$ cat src/rtl/riscv_pipe_pkg.sv
// Shared pipeline-control types and constants.
package riscv_pipe_pkg;

    typedef enum logic [1:0] {
        IDLE = 2'd0,
        BUSY = 2'd1,
        DONE = 2'd2
    } mem_state_t;

    // Registered data-memory command held stable while a request is outstanding.
    typedef struct packed {
        logic        we;
        logic [31:0] addr;
        logic [31:0] wdata;
    } dmem_cmd_t;

    localparam logic [4:0] REG_X0              = 5'd0;
    localparam int         DEFAULT_MEM_TIMEOUT = 16;

endpackage

$ cat src/rtl/pipe_ctrl_if.sv
// Data-memory request/ack bus between the pipeline controller and memory.
interface pipe_ctrl_if;
    logic        dmem_req;
    logic        dmem_we;
    logic [31:0] dmem_addr;
    logic [31:0] dmem_wdata;
    logic        dmem_ack;
    logic [31:0] dmem_rdata;

    modport master (
        output dmem_req, dmem_we, dmem_addr, dmem_wdata,
        input  dmem_ack, dmem_rdata
    );

    modport slave (
        input  dmem_req, dmem_we, dmem_addr, dmem_wdata,
        output dmem_ack, dmem_rdata
    );
endinterface

$ cat src/rtl/load_use_detect.sv
// Combinational load-use compare between the instruction in ID and a load in EX.
module load_use_detect
    import riscv_pipe_pkg::*;
(
    input  logic [4:0] rs1_id,
    input  logic [4:0] rs2_id,
    input  logic       uses_rs1_id,
    input  logic       uses_rs2_id,
    input  logic [4:0] rd_ex,
    input  logic       read_mem_ex,
    output logic       load_use
);

    // x0 never carries a real dependency, so a load targeting it is harmless.
    always_comb begin
        load_use = read_mem_ex && (rd_ex != REG_X0) &&
                   ((uses_rs1_id && (rs1_id == rd_ex)) ||
                    (uses_rs2_id && (rs2_id == rd_ex)));
    end

endmodule

$ cat src/rtl/pipe_ctrl.sv
// Central stall/flush controller: sequences multi-cycle data-memory accesses
// for the EX/MEM instruction, inserts load-use bubbles and applies branch flushes.
module pipe_ctrl
    import riscv_pipe_pkg::*;
#(
    parameter int TIMEOUT = DEFAULT_MEM_TIMEOUT
) (
    input  logic              clk,
    input  logic              rst,
    input  logic [4:0]        rs1_id,
    input  logic [4:0]        rs2_id,
    input  logic              uses_rs1_id,
    input  logic              uses_rs2_id,
    input  logic [4:0]        rd_ex,
    input  logic              read_mem_ex,
    input  logic              branch_taken_ex,
    input  logic              read_mem_mem,
    input  logic              write_mem_mem,
    input  logic [31:0]       addr_mem,
    input  logic [31:0]       wdata_mem,
    pipe_ctrl_if.master       dmem,
    output logic              pc_stall,
    output logic              if_id_stall,
    output logic              id_ex_stall,
    output logic              ex_mem_stall,
    output logic              if_id_flush,
    output logic              id_ex_flush,
    output logic              mem_wb_bubble,
    output logic [31:0]       load_data,
    output logic              load_valid,
    output logic              bus_err
);

    localparam int              CNT_W    = $clog2(TIMEOUT + 1);
    localparam logic [CNT_W-1:0] CNT_LAST = CNT_W'(TIMEOUT - 1);

    mem_state_t       state, state_nxt;
    logic [CNT_W-1:0] cnt;
    dmem_cmd_t        cmd;
    logic             req_q;
    logic             mem_op;
    logic             mem_stall;
    logic             load_use;
    logic             ack_busy;
    logic             timeout_hit;

    assign mem_op      = read_mem_mem | write_mem_mem;
    // Acks outside BUSY (e.g. a late ack after reset) are ignored.
    assign ack_busy    = (state == BUSY) && dmem.dmem_ack;
    assign timeout_hit = (state == BUSY) && !dmem.dmem_ack && (cnt == CNT_LAST);

    load_use_detect u_load_use (
        .rs1_id      (rs1_id),
        .rs2_id      (rs2_id),
        .uses_rs1_id (uses_rs1_id),
        .uses_rs2_id (uses_rs2_id),
        .rd_ex       (rd_ex),
        .read_mem_ex (read_mem_ex),
        .load_use    (load_use)
    );

    // Access state register.
    always_ff @(posedge clk or negedge rst) begin
        if (!rst) state <= IDLE;
        else      state <= state_nxt;
    end

    // Next-state: one request per EX/MEM instruction, DONE lets it advance.
    always_comb begin
        state_nxt = state;
        case (state)
            IDLE:    if (mem_op) state_nxt = BUSY;
            BUSY:    if (ack_busy || timeout_hit) state_nxt = DONE;
            DONE:    state_nxt = IDLE;
            default: state_nxt = IDLE;
        endcase
    end

    // Wait counter; stops at TIMEOUT-1 so it never wraps.
    always_ff @(posedge clk or negedge rst) begin
        if (!rst)                                         cnt <= '0;
        else if (state == IDLE && mem_op)                 cnt <= '0;
        else if (state == BUSY && !ack_busy && !timeout_hit) cnt <= cnt + 1'b1;
    end

    // Bus command, request and load result registers.
    always_ff @(posedge clk or negedge rst) begin
        if (!rst) begin
            cmd        <= '0;
            req_q      <= 1'b0;
            load_data  <= '0;
            load_valid <= 1'b0;
            bus_err    <= 1'b0;
        end else begin
            case (state)
                IDLE: begin
                    if (mem_op) begin
                        cmd   <= '{we: write_mem_mem, addr: addr_mem, wdata: wdata_mem};
                        req_q <= 1'b1;
                    end
                end
                BUSY: begin
                    if (ack_busy) begin
                        req_q      <= 1'b0;
                        load_data  <= cmd.we ? 32'd0 : dmem.dmem_rdata;
                        load_valid <= 1'b1;
                    end else if (timeout_hit) begin
                        req_q      <= 1'b0;
                        load_data  <= 32'd0;
                        load_valid <= 1'b1;
                        bus_err    <= 1'b1;
                    end
                end
                DONE: begin
                    load_valid <= 1'b0;
                    bus_err    <= 1'b0;
                end
                default: ;
            endcase
        end
    end

    assign dmem.dmem_req   = req_q;
    assign dmem.dmem_we    = cmd.we;
    assign dmem.dmem_addr  = cmd.addr;
    assign dmem.dmem_wdata = cmd.wdata;

    // Priority: memory stall freezes everything, then branch flush, then load-use bubble.
    always_comb begin
        mem_stall     = ((state == IDLE) && mem_op) || (state == BUSY);
        pc_stall      = mem_stall || (load_use && !branch_taken_ex);
        if_id_stall   = pc_stall;
        id_ex_stall   = mem_stall;
        ex_mem_stall  = mem_stall;
        mem_wb_bubble = mem_stall;
        if_id_flush   = !mem_stall && branch_taken_ex;
        id_ex_flush   = !mem_stall && (branch_taken_ex || load_use);
    end

endmodule

$ cat src/flat_wrapper.sv
// flat-port wrapper written by rule: the top's interface ports become plain ports
module pipe_ctrl_flat import riscv_pipe_pkg::*;
#(
    parameter int TIMEOUT = DEFAULT_MEM_TIMEOUT
)
  (clk, rst, rs1_id, rs2_id, uses_rs1_id, uses_rs2_id, rd_ex, read_mem_ex, branch_taken_ex, read_mem_mem, write_mem_mem, addr_mem, wdata_mem, pc_stall, if_id_stall, id_ex_stall, ex_mem_stall, if_id_flush, id_ex_flush, mem_wb_bubble, load_data, load_valid, bus_err, dmem_dmem_req, dmem_dmem_we, dmem_dmem_addr, dmem_dmem_wdata, dmem_dmem_ack, dmem_dmem_rdata);
  pipe_ctrl_if dmem_i ();
  input  logic clk;
  input  logic rst;
  input  logic [4:0] rs1_id;
  input  logic [4:0] rs2_id;
  input  logic uses_rs1_id;
  input  logic uses_rs2_id;
  input  logic [4:0] rd_ex;
  input  logic read_mem_ex;
  input  logic branch_taken_ex;
  input  logic read_mem_mem;
  input  logic write_mem_mem;
  input  logic [31:0] addr_mem;
  input  logic [31:0] wdata_mem;
  output logic pc_stall;
  output logic if_id_stall;
  output logic id_ex_stall;
  output logic ex_mem_stall;
  output logic if_id_flush;
  output logic id_ex_flush;
  output logic mem_wb_bubble;
  output logic [31:0] load_data;
  output logic load_valid;
  output logic bus_err;
  output wire logic [$bits(dmem_i.dmem_req)-1:0] dmem_dmem_req;
  output wire logic [$bits(dmem_i.dmem_we)-1:0] dmem_dmem_we;
  output wire logic [$bits(dmem_i.dmem_addr)-1:0] dmem_dmem_addr;
  output wire logic [$bits(dmem_i.dmem_wdata)-1:0] dmem_dmem_wdata;
  input wire logic [$bits(dmem_i.dmem_ack)-1:0] dmem_dmem_ack;
  input wire logic [$bits(dmem_i.dmem_rdata)-1:0] dmem_dmem_rdata;
  assign dmem_dmem_req = dmem_i.dmem_req;
  assign dmem_dmem_we = dmem_i.dmem_we;
  assign dmem_dmem_addr = dmem_i.dmem_addr;
  assign dmem_dmem_wdata = dmem_i.dmem_wdata;
  assign dmem_i.dmem_ack = dmem_dmem_ack;
  assign dmem_i.dmem_rdata = dmem_dmem_rdata;
  pipe_ctrl #(.TIMEOUT(TIMEOUT)) u_core (.clk(clk), .rst(rst), .rs1_id(rs1_id), .rs2_id(rs2_id), .uses_rs1_id(uses_rs1_id), .uses_rs2_id(uses_rs2_id), .rd_ex(rd_ex), .read_mem_ex(read_mem_ex), .branch_taken_ex(branch_taken_ex), .read_mem_mem(read_mem_mem), .write_mem_mem(write_mem_mem), .addr_mem(addr_mem), .wdata_mem(wdata_mem), .dmem(dmem_i), .pc_stall(pc_stall), .if_id_stall(if_id_stall), .id_ex_stall(id_ex_stall), .ex_mem_stall(ex_mem_stall), .if_id_flush(if_id_flush), .id_ex_flush(id_ex_flush), .mem_wb_bubble(mem_wb_bubble), .load_data(load_data), .load_valid(load_valid), .bus_err(bus_err));
endmodule
$ cat config.mk
export PLATFORM = sky130hd
export DESIGN_NAME = pipe_ctrl_flat
export DESIGN_NICKNAME = d
export VERILOG_FILES = /design/src/rtl/riscv_pipe_pkg.sv /design/src/rtl/pipe_ctrl_if.sv /design/src/rtl/load_use_detect.sv /design/src/rtl/pipe_ctrl.sv /design/src/flat_wrapper.sv
export SDC_FILE = /design/constraint.sdc
export NUM_CORES = 1
export LEC_CHECK = 0
export CAP_MARGIN = 20
export CORE_UTILIZATION = 39
export DETAILED_ROUTE_END_ITERATION = 6
export PLACE_DENSITY_LB_ADDON = 0.05
export SYNTH_ARGS = -nofsm -noshare
export SYNTH_HDL_FRONTEND = slang
export SYNTH_SLANG_ARGS = --single-unit
$ cat constraint.sdc
create_clock -name clk -period 2.1 [get_ports clk]
set_input_delay 0.315 -clock clk [delete_from_list [all_inputs] [get_ports clk]]
set_output_delay 0.315 -clock clk [all_outputs]
set_load 0.01 [all_outputs]
After elaboration in Yosys (flattened, before gate mapping)

Cells that the tools add are included.

Add/subtract/negate cells: 1
Multiplexer cells: 17
Bitwise logic cells: 1
Equality and inequality tests: 10
Reductions and logical operators: 35

Operators by type and width:

| operator            | count |
|---|---|
| $mux 32             | 3 |
| $logic_and 1x1->1   | 13 |
| $eq 5x5->1          | 2 |
| $mux 5              | 2 |
| $reduce_and 2->1    | 4 |
| $reduce_bool 2->1   | 4 |
| $mux 1              | 6 |
| $pmux 1 s2          | 3 |
| $reduce_and 3->1    | 2 |
| $add 5x1->5 const B | 1 |
| $eq 5x4->1 const B  | 1 |
| $logic_not 1->1     | 5 |
| $logic_or 1x1->1    | 5 |
| $reduce_bool 5->1   | 1 |
| $mux 2              | 2 |
| $ne 2x1->1 const B  | 2 |
| $ne 2x2->1 const B  | 2 |
| $pmux 2 s2          | 1 |
| $ne 3x1->1 const B  | 1 |
| $eq 2x1->1 const B  | 1 |
| $eq 2x2->1 const B  | 1 |
| $logic_not 2->1     | 1 |
| $or 1x1->1          | 1 |

Input bits: 120
Bits in registers: 107

Longest topological paths before layout

Word-level depth: 7
Depth in mapped cells: 8
Depth with buffers taken out: 7

Hierarchy

Synthesis repeated with hierarchy kept, for this count alone.

Cell total of the unflattened synthesis: 428
Area, all modules: 4279.1 um^2

By module, submodules not included:

| module          | seq. area each (um^2) | area an instance (um^2) | times used | cells each |
|---|---|---|---|---|
| pipe_ctrl       | 2677.6                | 4145.2                  | 1          | 411 |
| load_use_detect | 0.0                   | 133.9                   | 1          | 17 |

Worst setup path after synthesis

Ideal clock, no wire load.

Path type: register -> output
Start point: register u_core.state[0]
End point: output port id_ex_flush
Stages on the path, launching flop included: 8
Required time: 1785 ps
Arrival: 1474 ps
Path buffers: 1
Setup slack: 311 ps
Path through: dfrtp_1 -> inv_1 -> ha_1 -> o21a_1 -> buf_2 -> nor2_2 -> inv_1 -> o31ai_2

Cells in the longest elaborated chain, start to end: 5
Elaborated cells on any way between the ends: 6
Classes of those cells: eq/ne (1); reduce/logical (5)

Ends and longest elaborated chain:

| element                | line               | text |
|---|---|---|
| start, declared        | pipe_ctrl.sv:37    | `mem_state_t state, state_nxt;` |
| start signal, assigned | pipe_ctrl.sv:65    | `else state <= state_nxt;` |
| $logic_not 2->1        | pipe_ctrl.sv:130   | `mem_stall = ((state == IDLE) && mem_op) \|\| (state == BUSY);` |
| $logic_and 1x1->1      | pipe_ctrl.sv:130   |  |
| $logic_or 1x1->1 (*)   | pipe_ctrl.sv:130   |  |
| via ex_mem_stall       | flat_wrapper.sv:24 | `output logic ex_mem_stall;` |
| $logic_not 1->1 (*)    | pipe_ctrl.sv:137   | `id_ex_flush = !mem_stall && (branch_taken_ex \|\| load_use);` |
| $logic_and 1x1->1 (*)  | pipe_ctrl.sv:137   |  |
| end, declared          | flat_wrapper.sv:26 | `output logic id_ex_flush;` |

The timed path passes the listed nets; every way through them passes the cells marked *.

Worst setup path in the final report

Start point: input port rd_ex[1]
End point: output port if_id_stall

Cells in the longest elaborated chain, start to end: 6
Elaborated cells on any way between the ends: 10
Classes of those cells: eq/ne (2); reduce/logical (8)

Ends and longest elaborated chain:

| element                                     | line                                         | text |
|---|---|---|
| start, declared                             | flat_wrapper.sv:14                           | `input logic [4:0] rd_ex;` |
| $eq 5x5->1, on equally long branches        | load_use_detect.sv:17, load_use_detect.sv:18 |  |
| $logic_and 1x1->1, on equally long branches | load_use_detect.sv:17, load_use_detect.sv:18 |  |
| $logic_or 1x1->1                            | load_use_detect.sv:17                        | `((uses_rs1_id && (rs1_id == rd_ex)) \|\|` |
| $logic_and 1x1->1 (*)                       | load_use_detect.sv:16                        | `load_use = read_mem_ex && (rd_ex != REG_X0) &&` |
| $logic_and 1x1->1 (*)                       | pipe_ctrl.sv:131                             | `pc_stall = mem_stall \|\| (load_use && !branch_taken_ex);` |
| $logic_or 1x1->1 (*)                        | pipe_ctrl.sv:131                             |  |
| end, declared                               | flat_wrapper.sv:22                           | `output logic if_id_stall;` |

Mark *: on every way between the ends. The rest lies on a longest branch, timed or not.

==> run metrics <==
status=finished clean; number of diodes=0; setup violators final=0; worst r2r src=u_core.cnt[0]; via count=3,765; Die X-Extent=approximately 110 µm; CTS H-tree depth=3; GR Util All Layers=between 20% and 30%; num ports=227; Startpoint Class=primary input; leading cell types in the layout, fill and taps excluded=clkdlybuf4s50_1, nand2_1, dfrtp_1; Synth Instances=426; Mapped Area=~0.0043 mm²; die height=107 µm; Power Total=around 0.0093 W; post-route minimum period=2.06 ns; Setup Skew=0.0155 ns; die area=0.0114 mm²; Worst slew margin=between 50% and 60%; Critical-path top delay cell=or4_4; actual slew at the worst max-slew pin=0.695 ns; Clock Latency Late Sink=0.36 ns; slowest stage delay, CP=0.57 ns; top-area cell type share of the netlist area=62.3%; design area=0.00698 mm²; CP delay by family, top=buffers and inverters; clock sinks=107; Yosys reg bits=107; period utilization=98.0%; Placer Congestion=0.762; Synthesis Warnings=0; reg2reg end=u_core.cnt[4]; Final Hold Vio Count=0; fillers=slightly below 900; DRT Wirelength=about 12 mm; Starting DRT DRC Count=203; CP cell instances=clkdlybuf4s50_1 -> or4_4 -> o21ai_4 -> o31ai_2 -> buf_2; register area share after synthesis=approximately 62%; first-pass GRT wire length=18.6 mm; Pins Over Slew Limit=0; number of library cell types mapped by synthesis=28; initial core utilization=40.9%; max-cap violations=0; WP data required=1.78 ns; Core Area=0.0105 mm²; Synth area leaders=dfrtp_1, nand2_1, a22o_1, buf_2, xor2_1; Worst setup EP type=output pin; Leak=3.32 nW; dpl ws=-0.595 ns; Pwr Density=1340 mW/mm²; critical path data arrival time=approximately 1.7 ns; Worst Reg-to-Reg Cells=7; Avg Synthesized Cell Area=10.1 µm²; CTS Buf Count=9; Worst VDD drop=756 µV; initial antenna violation count=0; Worst Slack Setup Final=0.0411 ns; area grow syn2layout=62.4%; Routed WL per cell=14.8 µm; Clk Tree Root Cell=clkbuf_8; Pre-Repair DR Iteration Count=4; via/cell ratio=between 4 and 5; syn_nets=552; GR Overflow Total=0; CP Class=in2out; commonest non-fill, non-tap cell in the layout=clkdlybuf4s50_1; Nets=783; CP max FO=3; PortBufs=between 200 and 250; Worst-path clk slew=around 0.11 ns; worst path bufs/invs=2; share of layout cells above drive strength 1=8.47%; Hold/Removal Path Class=in2async; placement row count=37; internal reg-to-reg setup slack=0.11 ns; Max Freq=486 MHz; DP Wirelength=about 9 mm; drt drc=0; Hold WS=0.443 ns; CTS max path bufs=2; cell taking the most area after synthesis=dfrtp_1; TritonCTS clock tree=built; vias in the first global route=3,825; largest net degree at the start of global routing=70; Critical Path Source=rd_ex[1]; DP Area=between 0.006 and 0.007 mm²; Detail Route Antenna Nets=0
-- cell type report --
type,count,area (µm²),share of cell area [%]
flip-flops and latches,107,2680,38.4
repair buffers,245,2420,34.7
multi-input cells,286,1510,21.6
well taps,136,170,2.44
clock buffers,9,124,1.77
clock inverters,6,48.8,0.699
inverters,8,30.0,0.430
-- registers in the layout, indices dropped and copies added (netlist names) --
name                    cells
u_core.dmem.dmem_req        1
u_core.cnt                  5
u_core.dmem.dmem_we         1
u_core.state                2
u_core.dmem.dmem_wdata     32
u_core.dmem.dmem_addr      32
u_core.load_data           32
u_core.load_valid           1
u_core.bus_err              1
-- worst max path at each step --
stage                     slack (ns)           end  depth (start not counted)
final                           0.04   if_id_stall                          5
after global routing           -0.01  ex_mem_stall                          7
after CTS                    0.00007   if_id_stall                          6
after detailed placement       -0.59   if_id_stall                          6
after global placement         -0.48      pc_stall                          6
after floorplan                 0.31   id_ex_flush                          7
-- report_power, final --
group | switching [W] | internal [W]
sequential | 0.000480 | 0.00296
combinational | 0.00221 | 0.00254
clock | 0.000700 | 0.000438
total | 0.00339 | 0.00594
-- repair_timing --
item                       in CTS  in global routing
pin swaps                       5                  6
setup buffers                   0                  1
hold buffers                    1                  0
resized for setup              35                 12
setup endpoints to repair       7                  7
hold endpoints to repair       36                  0
-- cells in the mapped netlist --
cell	instances
a211oi_1	1
a21oi_1	1
a22o_1	33
a32oi_1	1
and2_0	1
and3_1	1
buf_2	18
buf_4	6
clkbuf_1	1
dfrtp_1	107
ha_1	6
inv_1	8
mux2i_1	2
nand2_1	201
nand4_1	1
nor2_1	7
nor2_2	1
nor3b_2	1
nor4_1	1
nor4_2	1
o21a_1	2
o21ai_0	2
o21ai_1	6
o31ai_1	1
o31ai_2	2
or4_1	1
xnor2_1	3
xor2_1	10
-- logic make-up (layout without fill, tap and decap cells) --
group,count (synthesis),count (layout),synth area share [%]
simple gates,216,216,19.7
fa+ha+maj,6,6,1.75
compound gates,49,49,9.26
buf+inv,33,268,3.93
mux,2,2,0.466
flops,107,107,62.3
xor+xnor,13,13,2.65
-- metrics by stage --
step | TNS, ns | instances | utilization, %
floorplan | 0 | 426 | -
global placement | -1.47 | 780 | 64.4
detailed placement | -1.76 | 780 | 64.4
CTS | 0 | 796 | 66.1
global route | -0.0115 | 797 | 66.4
finish | 0 | 797 | 66.4
-- routing by layer --
layer / up-vias / global-route usage [%] / part of all wire [%]
met2: 140 / 36.0 / 50
li1: 1823 / - / -
met5: - / 0 / 0
met1: 1773 / 25.4 / 41
met3: 29 / 4.01 / 6.0
met4: 0 / 10.2 / 3.2
(Power assumes the default switching activity.)
